[src/rtl/mode_mux_n.sv]
// mode_mux_n: selects which player-2 control source drives the action and
// position outputs, switching sources only on synchronized VGA frame ticks.
// Optional feature macro: MODE_MUX_BLANK_EN -- when defined, every source entry
// or change passes through one full BLANK frame with the actions zeroed.
module mode_mux_n #(
  parameter int unsigned NUM_SRC = 3,
  parameter int unsigned ACT_W   = 8,
  parameter int unsigned POS_W   = 10,
  localparam int unsigned SEL_W  = $clog2(NUM_SRC)
) (
  input  logic                     Clk,
  input  logic                     Reset_n,
  input  logic                     VGA_VS,
  input  logic                     mode_en,
  input  logic [SEL_W-1:0]         mode_sel,
  input  logic                     game_over,
  input  logic [NUM_SRC*ACT_W-1:0] src_act,
  input  logic [NUM_SRC*POS_W-1:0] src_x,
  input  logic [NUM_SRC*POS_W-1:0] src_y,
  output logic [ACT_W-1:0]         act_out,
  output logic [POS_W-1:0]         x_out,
  output logic [POS_W-1:0]         y_out,
  output logic [SEL_W-1:0]         active_src,
  output logic                     switching
);

  typedef enum logic [1:0] {IDLE, ACTIVE, BLANK, FROZEN} state_t;

`ifdef MODE_MUX_BLANK_EN
  localparam bit ENTRY_BLANK = 1'b1;
`else
  localparam bit ENTRY_BLANK = 1'b0;
`endif
  // State taken whenever a new source is granted.
  localparam state_t ENTRY = ENTRY_BLANK ? BLANK : ACTIVE;

  state_t state;

  logic vs_meta;
  logic vs_sync;
  logic vs_prev;
  logic frame_tick;
  logic req_valid;

  logic [ACT_W-1:0] req_act;
  logic [POS_W-1:0] req_x;
  logic [POS_W-1:0] req_y;
  logic [ACT_W-1:0] cur_act;
  logic [POS_W-1:0] cur_x;
  logic [POS_W-1:0] cur_y;

  // Two-flop synchronizer on VGA_VS plus an edge-detect stage.
  always_ff @(posedge Clk or negedge Reset_n) begin
    if (!Reset_n) begin
      vs_meta <= 1'b0;
      vs_sync <= 1'b0;
      vs_prev <= 1'b0;
    end else begin
      vs_meta <= VGA_VS;
      vs_sync <= vs_meta;
      vs_prev <= vs_sync;
    end
  end

  assign frame_tick = vs_sync & ~vs_prev;

  // Out-of-range selects behave exactly like no request.
  assign req_valid = mode_en && ({1'b0, mode_sel} < (SEL_W + 1)'(NUM_SRC));

  // Source muxes: one for the requested index, one for the current owner.
  always_comb begin
    req_act = '0;
    req_x   = '0;
    req_y   = '0;
    cur_act = '0;
    cur_x   = '0;
    cur_y   = '0;
    for (int i = 0; i < NUM_SRC; i++) begin
      if (mode_sel == SEL_W'(i)) begin
        req_act = src_act[i*ACT_W +: ACT_W];
        req_x   = src_x[i*POS_W +: POS_W];
        req_y   = src_y[i*POS_W +: POS_W];
      end
      if (active_src == SEL_W'(i)) begin
        cur_act = src_act[i*ACT_W +: ACT_W];
        cur_x   = src_x[i*POS_W +: POS_W];
        cur_y   = src_y[i*POS_W +: POS_W];
      end
    end
  end

  // Mode FSM with registered outputs; outputs follow the state being entered.
  always_ff @(posedge Clk or negedge Reset_n) begin
    if (!Reset_n) begin
      state      <= IDLE;
      act_out    <= '0;
      x_out      <= '0;
      y_out      <= '0;
      active_src <= '0;
      switching  <= 1'b0;
    end else if (frame_tick && game_over) begin
      // Freeze: outputs and owner keep their current values.
      state     <= FROZEN;
      switching <= 1'b0;
    end else begin
      unique case (state)
        IDLE: begin
          if (frame_tick && req_valid) begin
            state      <= ENTRY;
            active_src <= mode_sel;
            switching  <= ENTRY_BLANK;
            act_out    <= ENTRY_BLANK ? '0 : req_act;
            x_out      <= req_x;
            y_out      <= req_y;
          end else begin
            act_out <= '0;
            x_out   <= '0;
            y_out   <= '0;
          end
        end
        ACTIVE: begin
          if (frame_tick && !req_valid) begin
            state   <= IDLE;
            act_out <= '0;
            x_out   <= '0;
            y_out   <= '0;
          end else if (frame_tick && (mode_sel != active_src)) begin
            state      <= ENTRY;
            active_src <= mode_sel;
            switching  <= ENTRY_BLANK;
            act_out    <= ENTRY_BLANK ? '0 : req_act;
            x_out      <= req_x;
            y_out      <= req_y;
          end else begin
            act_out <= cur_act;
            x_out   <= cur_x;
            y_out   <= cur_y;
          end
        end
        BLANK: begin
          if (frame_tick && !req_valid) begin
            state     <= IDLE;
            switching <= 1'b0;
            act_out   <= '0;
            x_out     <= '0;
            y_out     <= '0;
          end else if (frame_tick && (mode_sel != active_src)) begin
            // New request during the blank frame restarts the blank frame.
            active_src <= mode_sel;
            act_out    <= '0;
            x_out      <= req_x;
            y_out      <= req_y;
          end else if (frame_tick) begin
            state     <= ACTIVE;
            switching <= 1'b0;
            act_out   <= cur_act;
            x_out     <= cur_x;
            y_out     <= cur_y;
          end else begin
            act_out <= '0;
            x_out   <= cur_x;
            y_out   <= cur_y;
          end
        end
        FROZEN: begin
          if (frame_tick) begin
            state   <= IDLE;
            act_out <= '0;
            x_out   <= '0;
            y_out   <= '0;
          end
        end
        default: begin
          state <= IDLE;
        end
      endcase
    end
  end

endmodule

[config.mk]
export PLATFORM = sky130hd
export DESIGN_NAME = mode_mux_n
export DESIGN_NICKNAME = d
export VERILOG_FILES = /design/src/rtl/mode_mux_n.sv
export SDC_FILE = /design/constraint.sdc
export NUM_CORES = 1
export LEC_CHECK = 0
export ABC_AREA = 1
export BUFFER_PORTS_ARGS = -buffer_cell sky130_fd_sc_hd__buf_2
export CORE_MARGIN = 2
export CORE_UTILIZATION = 41
export CTS_BUF_LIST = sky130_fd_sc_hd__clkbuf_2
export DETAILED_ROUTE_END_ITERATION = 10
export PLACE_DENSITY = 0.76
export SYNTH_ARGS = -nofsm -noshare
export SYNTH_HDL_FRONTEND = slang
export SYNTH_SLANG_ARGS = --single-unit
[constraint.sdc]
create_clock -name Clk -period 2.2 [get_ports Clk]
set_input_delay 0.22 -clock Clk [delete_from_list [all_inputs] [get_ports Clk]]
set_output_delay 0.22 -clock Clk [all_outputs]
set_load 0.005 [all_outputs]
; ---- Word-level counts from Yosys, hierarchy flattened
; Cells that the tools add are included.
[op_classes]
order_cmp = 1
eq_ne = 19
mux = 56
bitwise = 3
reduce_logical = 16
[op_table]
columns = operator, count
row1 = two-way mux 10 bit, 19
row2 = two-way mux 8 bit, 13
row3 = case mux 10 bit (3 select lines), 2
row4 = case mux 8 bit (4 select lines), 1
row5 = two-way mux 2 bit, 11
row6 = "!= test 3 bit, second input constant", 4
row7 = "!= test 4 bit, second input constant", 3
row8 = AND reduction 5 bit, 2
row9 = "== test 2 bit, second input constant", 4
row10 = case mux 2 bit (4 select lines), 1
row11 = two-way mux 1 bit, 7
row12 = "== test 2 x 1 -> 1 bit, second input constant", 3
row13 = logical NOT 2 bit, 3
row14 = "!= test 2 bit, second input constant", 3
row15 = AND reduction 6 bit, 1
row16 = logical AND 1 bit, 5
row17 = case mux 2 bit (2 select lines), 1
row18 = nonzero test 4 bit, 1
row19 = case mux 1 bit (3 select lines), 1
row20 = "< comparator 2 bit, second input constant", 1
row21 = "!= test 2 x 1 -> 1 bit, second input constant", 1
row22 = != test 2 bit, 1
row23 = NOT 1 bit, 2
row24 = AND reduction 2 bit, 1
row25 = other kinds (4), 4
[totals]
ff_bits = 36
inputBits = 91
output_inout_bits = 31
elab_cells = 104

; ---- Logic depth before layout (Yosys ltp)
[depth]
ltp_word = 8
mapped_depth = 12
mapped_depth_nobuf = 11

; ---- Least setup slack after synthesis
; Ideal clock, no wire load.
[synth_timing]
kind = reg2reg
startpoint = register state[0]
endpoint = register active_src[1]
setup_time_ps = 128
arrival_ps = 1423
required_ps = 2072
path_slack_ps = 649
path_stages_with_launch = 8
n_path_buf = 0
synth_period_minus_slack_ps = 1551
path_cell_list = dfrtp_1 > inv_1 > ha_1 > inv_2 > nor2_2 > nor2_1 > nand2_1 > o21ai_0
[synth_between]
elab_chain_len = 4
word_cells_on_any_way = 10
cone_classes = eq/ne (5) / mux (1) / reduce/logical (4)
[synth_rtl]
columns = item, line
row1 = from (decl), 37  ; state_t state;
row2 = from (signal assigned), 95  ; state <= IDLE;
row3 = from (signal assigned), 103  ; state <= FROZEN;
row4 = from (signal assigned), 109  ; state <= ENTRY;
row5 = == test 2 bit or == test 2 x 1 -> 1 bit (tied branches), 106  ; unique case (state)
row6 = OR reduction 2 bit (no source line), n/a
row7 = != test 2 x 1 -> 1 bit (no source line) (tied with other cells), n/a
row8 = AND reduction 5 bit (no source line), n/a
row9 = to (signal assigned), 110  ; active_src <= mode_sel;
row10 = to (signal assigned), 129  ; active_src <= mode_sel;
row11 = to (signal assigned), 149  ; active_src <= mode_sel;
row12 = to (decl), 23  ; output logic [SEL_W-1:0] active_src,
; Parallel ways exist; a longest one is shown, timed or not.
; A chain may end at the register's enable or synchronous reset.

; ---- Final worst setup path
[layout_timing]
startpoint = register state[0]
endpoint = register x_out[2]
[layout_between]
elab_chain_len = 3
word_cells_on_any_way = 8
cone_classes = eq/ne (4) / mux (1) / reduce/logical (3)
[layout_rtl]
columns = item, line
row1 = == test 2 bit or == test 2 x 1 -> 1 bit (tied branches), 106
row2 = OR reduction 2 bit (no source line) or != test 2 bit (tied branches), n/a
row3 = case mux 10 bit (3 select lines) or AND reduction 2 bit (tied branches), n/a
row4 = to (signal assigned), 113  ; x_out <= req_x;
row5 = to (signal assigned), 132  ; x_out <= req_x;
row6 = to (signal assigned), 136  ; x_out <= cur_x;
row7 = to (decl), 21  ; output logic [POS_W-1:0] x_out,
; Parallel ways exist; a longest one is shown, timed or not.

==> impl_metrics.yaml <==
detailed_routing:
  drc: 0
  wl_mm: 10.3
  dr_wl_met2_mm: 4.95
  wl_per_cell_um: 14.5
  dr.first_iter.drc_count: 316
  drtPass1Iterations: 5
  vias: 3850
  detail-route-antenna-nets: 0
  vias_per_cell: 5.38
  routed.top_layer: "met4"
  route.met3.wl_um: 862
  wl_met1_mm: 4.38
setup_path:
  slowest_delay_ns: 0.50
  path_cells: "inv_1 > ha_1 > a21oi_1 > nor2_1 > nand3_1 > nand2_1"
  crit_start: "state[0]$_DFFE_PN0P_"
  path_max_fanout: 8
  slowest_stage: "nor2_1"
  cp.required_ns: 2.54
  end_kind: "flop"
  r2r-start: "state[0]$_DFFE_PN0P_"
  critical_path_class: "flop to flop"
  critPathLaunchType: "flop"
  crit_arrival_ns: 2.22
timing:
  slew_viol_final: 0
  rsz0062_at_grt: "no"
  final.setup.tns_ns: 0
  fin_skew_ns: 0.0257
  hold_ws_ns: 0.231
  max_freq_mhz: 531
  hold_viol_final: 0
  finalCritPeriodShare_pct: 85.7
  fin_crit_ns: 1.88
  setup_viol: 0
  max_slew_margin_pct: 47.9
  worst_pin_slew_ns: 0.782
synth:
  synth_top_area_share_pct: 27.5
  ys_warn_count: 0
  synthArstFlopShare_pct: 100
  ys_top_cells_by_count: "nand2_1, nor2_1, inv_1"
  netlist_area_mm2: 0.00318
  syn-num-nets: 595
  ys.flop_type: "dfrtp_1"
  ys_ff_latch: 35
  synth_seq_area_share_pct: 27.5
  synthDistinctLibCells: 28
  synth_largest_area_cell: "dfrtp_1"
  syn_inst: 500
  synthTopCellsByArea: "dfrtp_1, nand2_1, a21oi_1"
  synth_edf_count: 0
  avgSynthCellArea_um2: 6.36
  synth.most_common_cell: "nand2_1"
clocking:
  cts_tree: "built"
  numCtsBuffers: 5
  cts.sinks: 35
  htreeDepth: 2
  clockRootBuffer: "clkbuf_2"
  worst_skew_pair.late_latency_ns: 0.39
  path_clk_slew_ns: 0.19
  clockBufferDepth: 2
  cts_setup_buffers: 0
power_and_ir_drop:
  power_density_mw_per_mm2: 1050
  power_leakage_nw: 2.07
  p_total_w: 0.00402
  vdd_drop_max_mv: 0.526
finish:
  diodes: 0
  syn2layout_area_growth_pct: 20.8
  drive_gt1_share_pct: 26.8
  final_nets: 707
placement:
  dpl.hpwl_mm: 7.79
  io_buffers: 120
  place.gp.congestion: 0.977
global_route:
  grt_overflow_total: 0
  antenna_found_initial: 0
  grt_usage_pct: 23.5
  grt_pass1_vias: 3429
  grt_pass1_wl_mm: 16.2
  grt_max_degree: 36
floorplanning:
  die_y_um: 92.1
  core_mm2: 0.00761
  io_pins: 122
  start_util_pct: 41.8
  die_w_um: 92.1
  rows: 32
  dieArea_mm2: 0.00848
hold_path:
  hp-class: "primary input to flop"
  hp-start: "src_act[18]"
run:
  max_cap_viol_count: 0
outcome:
  status: "completed"
kinds of logic after synthesis:
| group | count (synthesis) | synth area share [%] |
|---|---|---|
| buf+inv | 76 | 12.2 |
| fa+ha+maj | 4 | 1.57 |
| xor+xnor | 1 | 0.275 |
| other cells | 1 | 0.118 |
| simple gates | 257 | 35.0 |
| compound gates | 126 | 23.4 |
| flops | 35 | 27.5 |
worst max-delay path, delay by kind of cell (launching register included):
family | cells | cell delay, ns
DFF | 1 | 0.45
buffers and inverters | 1 | 0.09
AOI/OAI and AO/OA | 1 | 0.12
adders and majority gates | 1 | 0.42
and+or+nand+nor | 3 | 0.77
state kept, by name (all words and copies together), names as in the netlist:
signal / cells
x_out: 10
state: 2
vs_prev: 1
vs_meta: 1
active_src: 2
y_out: 10
act_out: 8
vs_sync: 1
final cells by class:
class,count,area [µm²]
Sequential cell,35,876
Timing Repair Buffer,133,703
Tap cell,102,128
Inverter,48,180
Multi-Input combinational cell,389,1920
Fill cell,811,3760
Clock buffer,6,30.0
Clock inverter,2,7.51
cell usage in the layout (no fill, tap or decap), types with 5 or more instances in the layout:
cell	instances
nand2_1	157
buf_2	120
nor2_1	43
inv_1	41
a21oi_1	40
nand3_1	35
dfrtp_1	35
o21ai_0	32
o22ai_1	14
o221ai_1	12
buf_4	11
o211ai_1	10
o21ai_1	9
inv_2	7
clkbuf_2	6
nand2_2	5
nor2_4	5
nor2_2	5
o31ai_1	5
timing repair:
action                                 CTS  global route
hold buffers                             2             0
gates resized for setup                  0             0
endpoints found under the hold margin   36             0
metal layers:
metal  up-vias  track usage, %
met5         -               0
met2       214            39.2
li1       1883               -
met3        25            3.70
met1      1728            31.3
met4         0            7.09
per-stage QoR:
step                      std cells  area (µm²)  setup WS (ns)  util (%)
final                           715        3840          0.315      50.5
after global routing            715        3840          0.112      50.5
after CTS                       715        3840          0.348      50.5
after detailed placement        705        3780          0.303      49.8
after global placement          705        3780          0.369      49.8
after floorplan                 500        3180          0.649         -
path summary, 6_finish.rpt:
kind,slack (ns),endpoint,cells past startpoint
worst max-delay path,0.32,x_out[2]$_DFFE_PN0P_,6
worst min-delay path,0.23,act_out[2]$_DFFE_PN0P_,5
worst max register to register,0.32,x_out[2]$_DFFE_PN0P_,6
worst min register to register,0.37,vs_sync$_DFF_PN0_,0
max in group asynchronous,1.27,y_out[6]$_DFFE_PN0P_,2
min in group asynchronous,0.42,x_out[4]$_DFFE_PN0P_,2
report_power, final:
group          internal, W  switching (W)
clock            0.0000766       0.000216
combinational     0.000984        0.00168
sequential        0.000897       0.000163
total              0.00196        0.00206
Power figures use the tool's default switching activity.
